--- src/rtl/pc_sequencer.sv ---
// ============================================================================
// pc_sequencer : program counter and next-fetch-address selection
// Rev 1.0
// ============================================================================
`default_nettype none

module pc_sequencer #(
   parameter logic [31:0] RESET_PC   = 32'h0000_0000,
   parameter logic [31:0] EXC_VECTOR = 32'h8000_0180
) (
   input  logic        Clk,
   input  logic        Rst,
   input  logic        stall,
   input  logic        br_taken,
   input  logic [31:0] br_pc4,
   input  logic [15:0] br_imm,
   input  logic        jr,
   input  logic [31:0] jr_addr,
   input  logic        jmp,
   input  logic [31:0] jmp_pc4,
   input  logic [25:0] jmp_addr,
   output logic [31:0] pc,
   output logic [31:0] pc_plus4,
   output logic        flush,
   output logic        misalign_exc,
   output logic [31:0] epc,
   output logic        redirect_pend
);

   typedef enum logic [0:0] {RUN = 1'b0, HOLD = 1'b1} state_t;

   state_t      state, state_next;
   logic [31:0] pend, pend_next;
   logic [31:0] pc_next, epc_next;
   logic        flush_next, exc_next;

   logic [31:0] br_tgt, jmp_tgt, tgt;
   logic        redirect;
   logic        load;
   logic [31:0] load_tgt;

   assign br_tgt   = br_pc4 + {{14{br_imm[15]}}, br_imm, 2'b00};
   assign jmp_tgt  = {jmp_pc4[31:28], jmp_addr, 2'b00};
   assign redirect = br_taken | jr | jmp;
   // Older pipeline stage wins when several redirects collide
   assign tgt      = br_taken ? br_tgt : (jr ? jr_addr : jmp_tgt);

   assign pc_plus4      = pc + 32'd4;
   assign redirect_pend = (state == HOLD);

   always_comb begin
      state_next = state;
      pend_next  = pend;
      pc_next    = pc;
      epc_next   = epc;
      flush_next = 1'b0;
      exc_next   = 1'b0;
      load       = 1'b0;
      load_tgt   = tgt;

      case (state)
         RUN: begin
            if (!stall) begin
               if (redirect) load = 1'b1;
               else          pc_next = pc_plus4;
            end else if (redirect) begin
               pend_next  = tgt;
               state_next = HOLD;
            end
         end
         HOLD: begin
            // Redirect inputs are ignored here: the stalled stage re-presents them
            if (!stall) begin
               load       = 1'b1;
               load_tgt   = pend;
               state_next = RUN;
            end
         end
         default: state_next = RUN;
      endcase

      if (load) begin
         flush_next = 1'b1;
         if (load_tgt[1:0] != 2'b00) begin
            pc_next  = EXC_VECTOR;
            epc_next = load_tgt;
            exc_next = 1'b1;
         end else begin
            pc_next = load_tgt;
         end
      end
   end

   always_ff @(posedge Clk or negedge Rst) begin
      if (!Rst) begin
         state        <= RUN;
         pend         <= 32'd0;
         pc           <= RESET_PC;
         epc          <= 32'd0;
         flush        <= 1'b0;
         misalign_exc <= 1'b0;
      end else begin
         state        <= state_next;
         pend         <= pend_next;
         pc           <= pc_next;
         epc          <= epc_next;
         flush        <= flush_next;
         misalign_exc <= exc_next;
      end
   end

endmodule

`default_nettype wire
--- config.mk ---
export PLATFORM = sky130hd
export DESIGN_NAME = pc_sequencer
export DESIGN_NICKNAME = d
export VERILOG_FILES = /design/src/rtl/pc_sequencer.sv
export SDC_FILE = /design/constraint.sdc
export NUM_CORES = 1
export LEC_CHECK = 0
export BUFFER_PORTS_ARGS = -buffer_cell sky130_fd_sc_hd__buf_2
export CORE_UTILIZATION = 25
export CTS_CLUSTER_SIZE = 10
export DETAILED_ROUTE_END_ITERATION = 6
export PLACE_DENSITY = 0.5
export SYNTH_ARGS = -nofsm -noshare
export SYNTH_HDL_FRONTEND = slang
export SYNTH_SLANG_ARGS = --single-unit
--- constraint.sdc ---
create_clock -name Clk -period 5.5 [get_ports Clk]
set_input_delay 0.825 -clock Clk [delete_from_list [all_inputs] [get_ports Clk]]
set_output_delay 0.825 -clock Clk [all_outputs]
set_load 0.02 [all_outputs]
==> results.md <==
- Outcome: completed
- TNS Setup: 0 ns
- Asr flop ratio synth: 100.0%
- Switching power: 1091 µW
- Netlist cell types: 76
- Num Clock Sinks: 99
- Row cnt: 61
- Period Utilization, post-route: 68.62%
- Endpoints failing hold: 0
- Cell area after layout: 0.008985 mm²
- Initial Util: 25.72%
- CTS tree: built
- DRC Markers: 0
- Syn_nets: 1062
- Sequential share of power: 36.4%
- Max frequency: 0.2650 GHz
- Crit path max-delay family: simple AND/OR/NAND/NOR gates
- Placer congestion estimate: 0.8346
- Vias per cell: 4.929
- Die Width: 172.0 µm
- Die Span Y: 172.0 µm
- Tightest Hold Check Type: reg2reg
- Peak VDD IR: 0.0001473 V
- Via count: 7157
- Leading area contributor after synthesis: dfrtp_1
- Initial antenna violation count: 0
- Max cap viols: 0
- Drt wl/cell: 17.39 µm
- Dpl cells: 1436
- Area Overhead vs Synth: 24.37%
- Clock buffer depth: 2
- Global-route wire length before repair: 38210 µm
- Slew @ Worst Pin: 0.9889 ns
- Sequential-to-total area share from yosys stat: 34.29%
- Crit-path slowest cell: nor3_2
- Clock power frac: 26.2%
- Critical Path Fanout Max: 6
- Kind of critical path: reg2out
- Post-CTS Setup Repair Bufs: 0
- Fillers: 3080
- Combinational power share: 37.4%
- Avg Inst Size Synth: 8.145 µm²
- Hold Path Cell Cnt: 2
- Final WL: 25250 µm
- Port Buffers: 214
- Post-Synthesis Cell Area: 0.007224 mm²
- Placed wire-length estimate: 19800 µm
- Top FF cell, synth: dfrtp_1
- RSZ-0062 raised after global routing: false
- Critical path arrival: 2.95 ns
- GRT Residual Overflow: 0
- Diode count: 0
- Vias in the first global route: 6503
- Nets: 1244
- Post-Layout Cell Count: 1452
- Final Slew Violations: 0
- Core area: 0.02809 mm²
- Worst Reg-to-Reg Cells: 7
- H-Tree Depth: 3
- Clk_skew: 0.007753 ns
- CP dominant cell by count: nand3_1
- EDFF count, synth: 0
- CTS buffer count: 9
- Area after DPL: 0.008643 mm²
- Reg2Reg Setup Slack: 2.35 ns
- Largest net degree at the start of global routing: 63
- Switching Fraction: 39.09%
- CTS clk-pin slew, worst paths: 0.07 ns
- CTS resizes: 0
- Required @ worst endpoint: 4.68 ns
- Share of cells above drive strength 1: 24.67%
- Leakage: 0.004301 µW
- Final setup viols: 0
- Share of the synthesized area in the top cell type: 34.29%
- Power Dens Cells: 310.5 mW/mm²
- Post-route ant nets: 0
- Crit-path cells: ha_1 > nand3_1 > nor3_2 > nand3_1 > nor2_1 > and3_1 > xor2_1 > buf_2
- Top post-synthesis cells by area: dfrtp_1, nand2_1, a21oi_1
- Cells after synthesis: 887
- Hold_buf cts: 0
- Total buffers and inverters traversed by the critical path: 1
- Fin crit period: 3.774 ns
- Gr usage total: 17.06%
- Max-slew headroom: 33.77%
- P_int: 1700 µW
- Root buffer cell: clkbuf_16
- Crit path capture type: primary output
- 1st-iter DRT viols: 467
- First-pass detailed-route iteration total: 5
- Crit. path cell count: 8
- Top Ports: 243
- Register bit total from synthesis: 99
- Synth warnings: 0
- Worst path max stage delay: 0.43 ns
- Clk Latency, worst-skew pair: 0.35 ns
- CP Launch Type: flip-flop
- Die area: 0.02958 mm²
==> layout make-up <==
type	instances	area (µm²)	area share, %
Clock buffer	9	225.2	2.507
Clock inverter	7	116.4	1.295
Timing Repair Buffer	227	1171	13.03
Inverter	19	71.32	0.7938
Tap cell	378	473.0	5.264
Multi-Input combinational cell	713	4451	49.53
Sequential cell	99	2477	27.57
==> per-layer routing <==
layer,wire length [µm],track usage [%]
met4,134,3.117
met3,1238,1.625
met5,0,0
met2,10580,25.32
met1,13300,26.48
==> worst register-to-register path, stage by stage (launching register included) <==
cell and delay, ns:
dfrtp_1 0.52, nand2_1 0.26, nor3_1 0.68, a31o_2 0.31, nand2_1 0.38, or3_1 0.49, a31oi_1 0.30, a221o_1 0.16
==> cells in the mapped netlist, drive strengths merged, types with 10 or more instances <==
library cell	n
nand2	144
dfrtp	99
a21oi	93
o21ai	82
nor2	62
clkbuf	36
mux2i	35
xnor2	35
ha	30
nand3	25
buf	20
inv	17
a21o	15
xor2	15
a211oi	13
nand4	12
and3	11
nor2b	11
nor3	11
o211ai	11
a31oi	10
==> cell usage in the layout (no fill, tap or decap), types with 4 or more instances in the layout <==
| master | count |
|---|---|
| buf_2 | 213 |
| nand2_1 | 143 |
| dfrtp_1 | 99 |
| a21oi_1 | 90 |
| o21ai_0 | 79 |
| nor2_1 | 60 |
| xnor2_1 | 35 |
| mux2i_1 | 35 |
| ha_1 | 30 |
| nand3_1 | 24 |
| inv_1 | 16 |
| xor2_1 | 15 |
| a21o_1 | 15 |
| buf_4 | 14 |
| a211oi_1 | 13 |
| nand4_1 | 12 |
| and3_1 | 11 |
| nor2b_1 | 11 |
| nor3_1 | 10 |
| o211ai_1 | 10 |
| a31oi_1 | 9 |
| o31ai_1 | 9 |
| clkbuf_16 | 9 |
| or3_1 | 8 |
| a22oi_1 | 7 |
| o21a_1 | 6 |
| o22ai_1 | 6 |
| o21bai_1 | 5 |
| mux2_2 | 4 |
==> registers in the layout, summed over array words and instances, names as in the netlist <==
signal	cells
flush	1
epc	32
misalign_exc	1
pc	32
pend	32
redirect_pend	1
==> path summary, 6_finish.rpt <==
| kind | start | end |
|---|---|---|
| setup reg to reg | redirect_pend | pc[26] |
| min in group asynchronous | Rst | pc[1] |
| hold reg to reg | pend[23] | pend[23] |
| hold / removal | pend[23] | pend[23] |
| setup / recovery | pc[2] | pc_plus4[30] |
| max in group asynchronous | Rst | pend[6] |
==> power groups by stage <==
stage          registers (µW)  logic [µW]  clock network [µW]
2_1_floorplan            1120         549                   0
3_3_place_gp             1030        1040                   0
3_5_place_dp             1030        1050                   0
4_1_cts                  1010        1050                 752
5_1_grt                  1040        1150                 778
6_report                 1010        1040                 732
==> stage by stage <==
stage	hold WS, ns	setup slack (ns)	utilization (%)	total power [µW]
after floorplan	0.4450	2.240	-	1671
after global placement	0.4584	1.662	30.77	2066
after detailed placement	0.4617	1.645	30.77	2078
after CTS	0.4788	1.728	31.99	2820
after global routing	0.4902	1.521	31.99	2966
final	0.4742	1.726	31.99	2790
==> logic make-up after synthesis <==
logic type	Yosys count	synth area share, %
simple gates	299	18.72
xor+xnor	50	6.062
fa+ha+maj	31	5.473
flops	99	34.29
compound gates	294	25.72
mux	39	5.473
buf+inv	75	4.261
No activity file was read; power rests on OpenSTA's default activity.
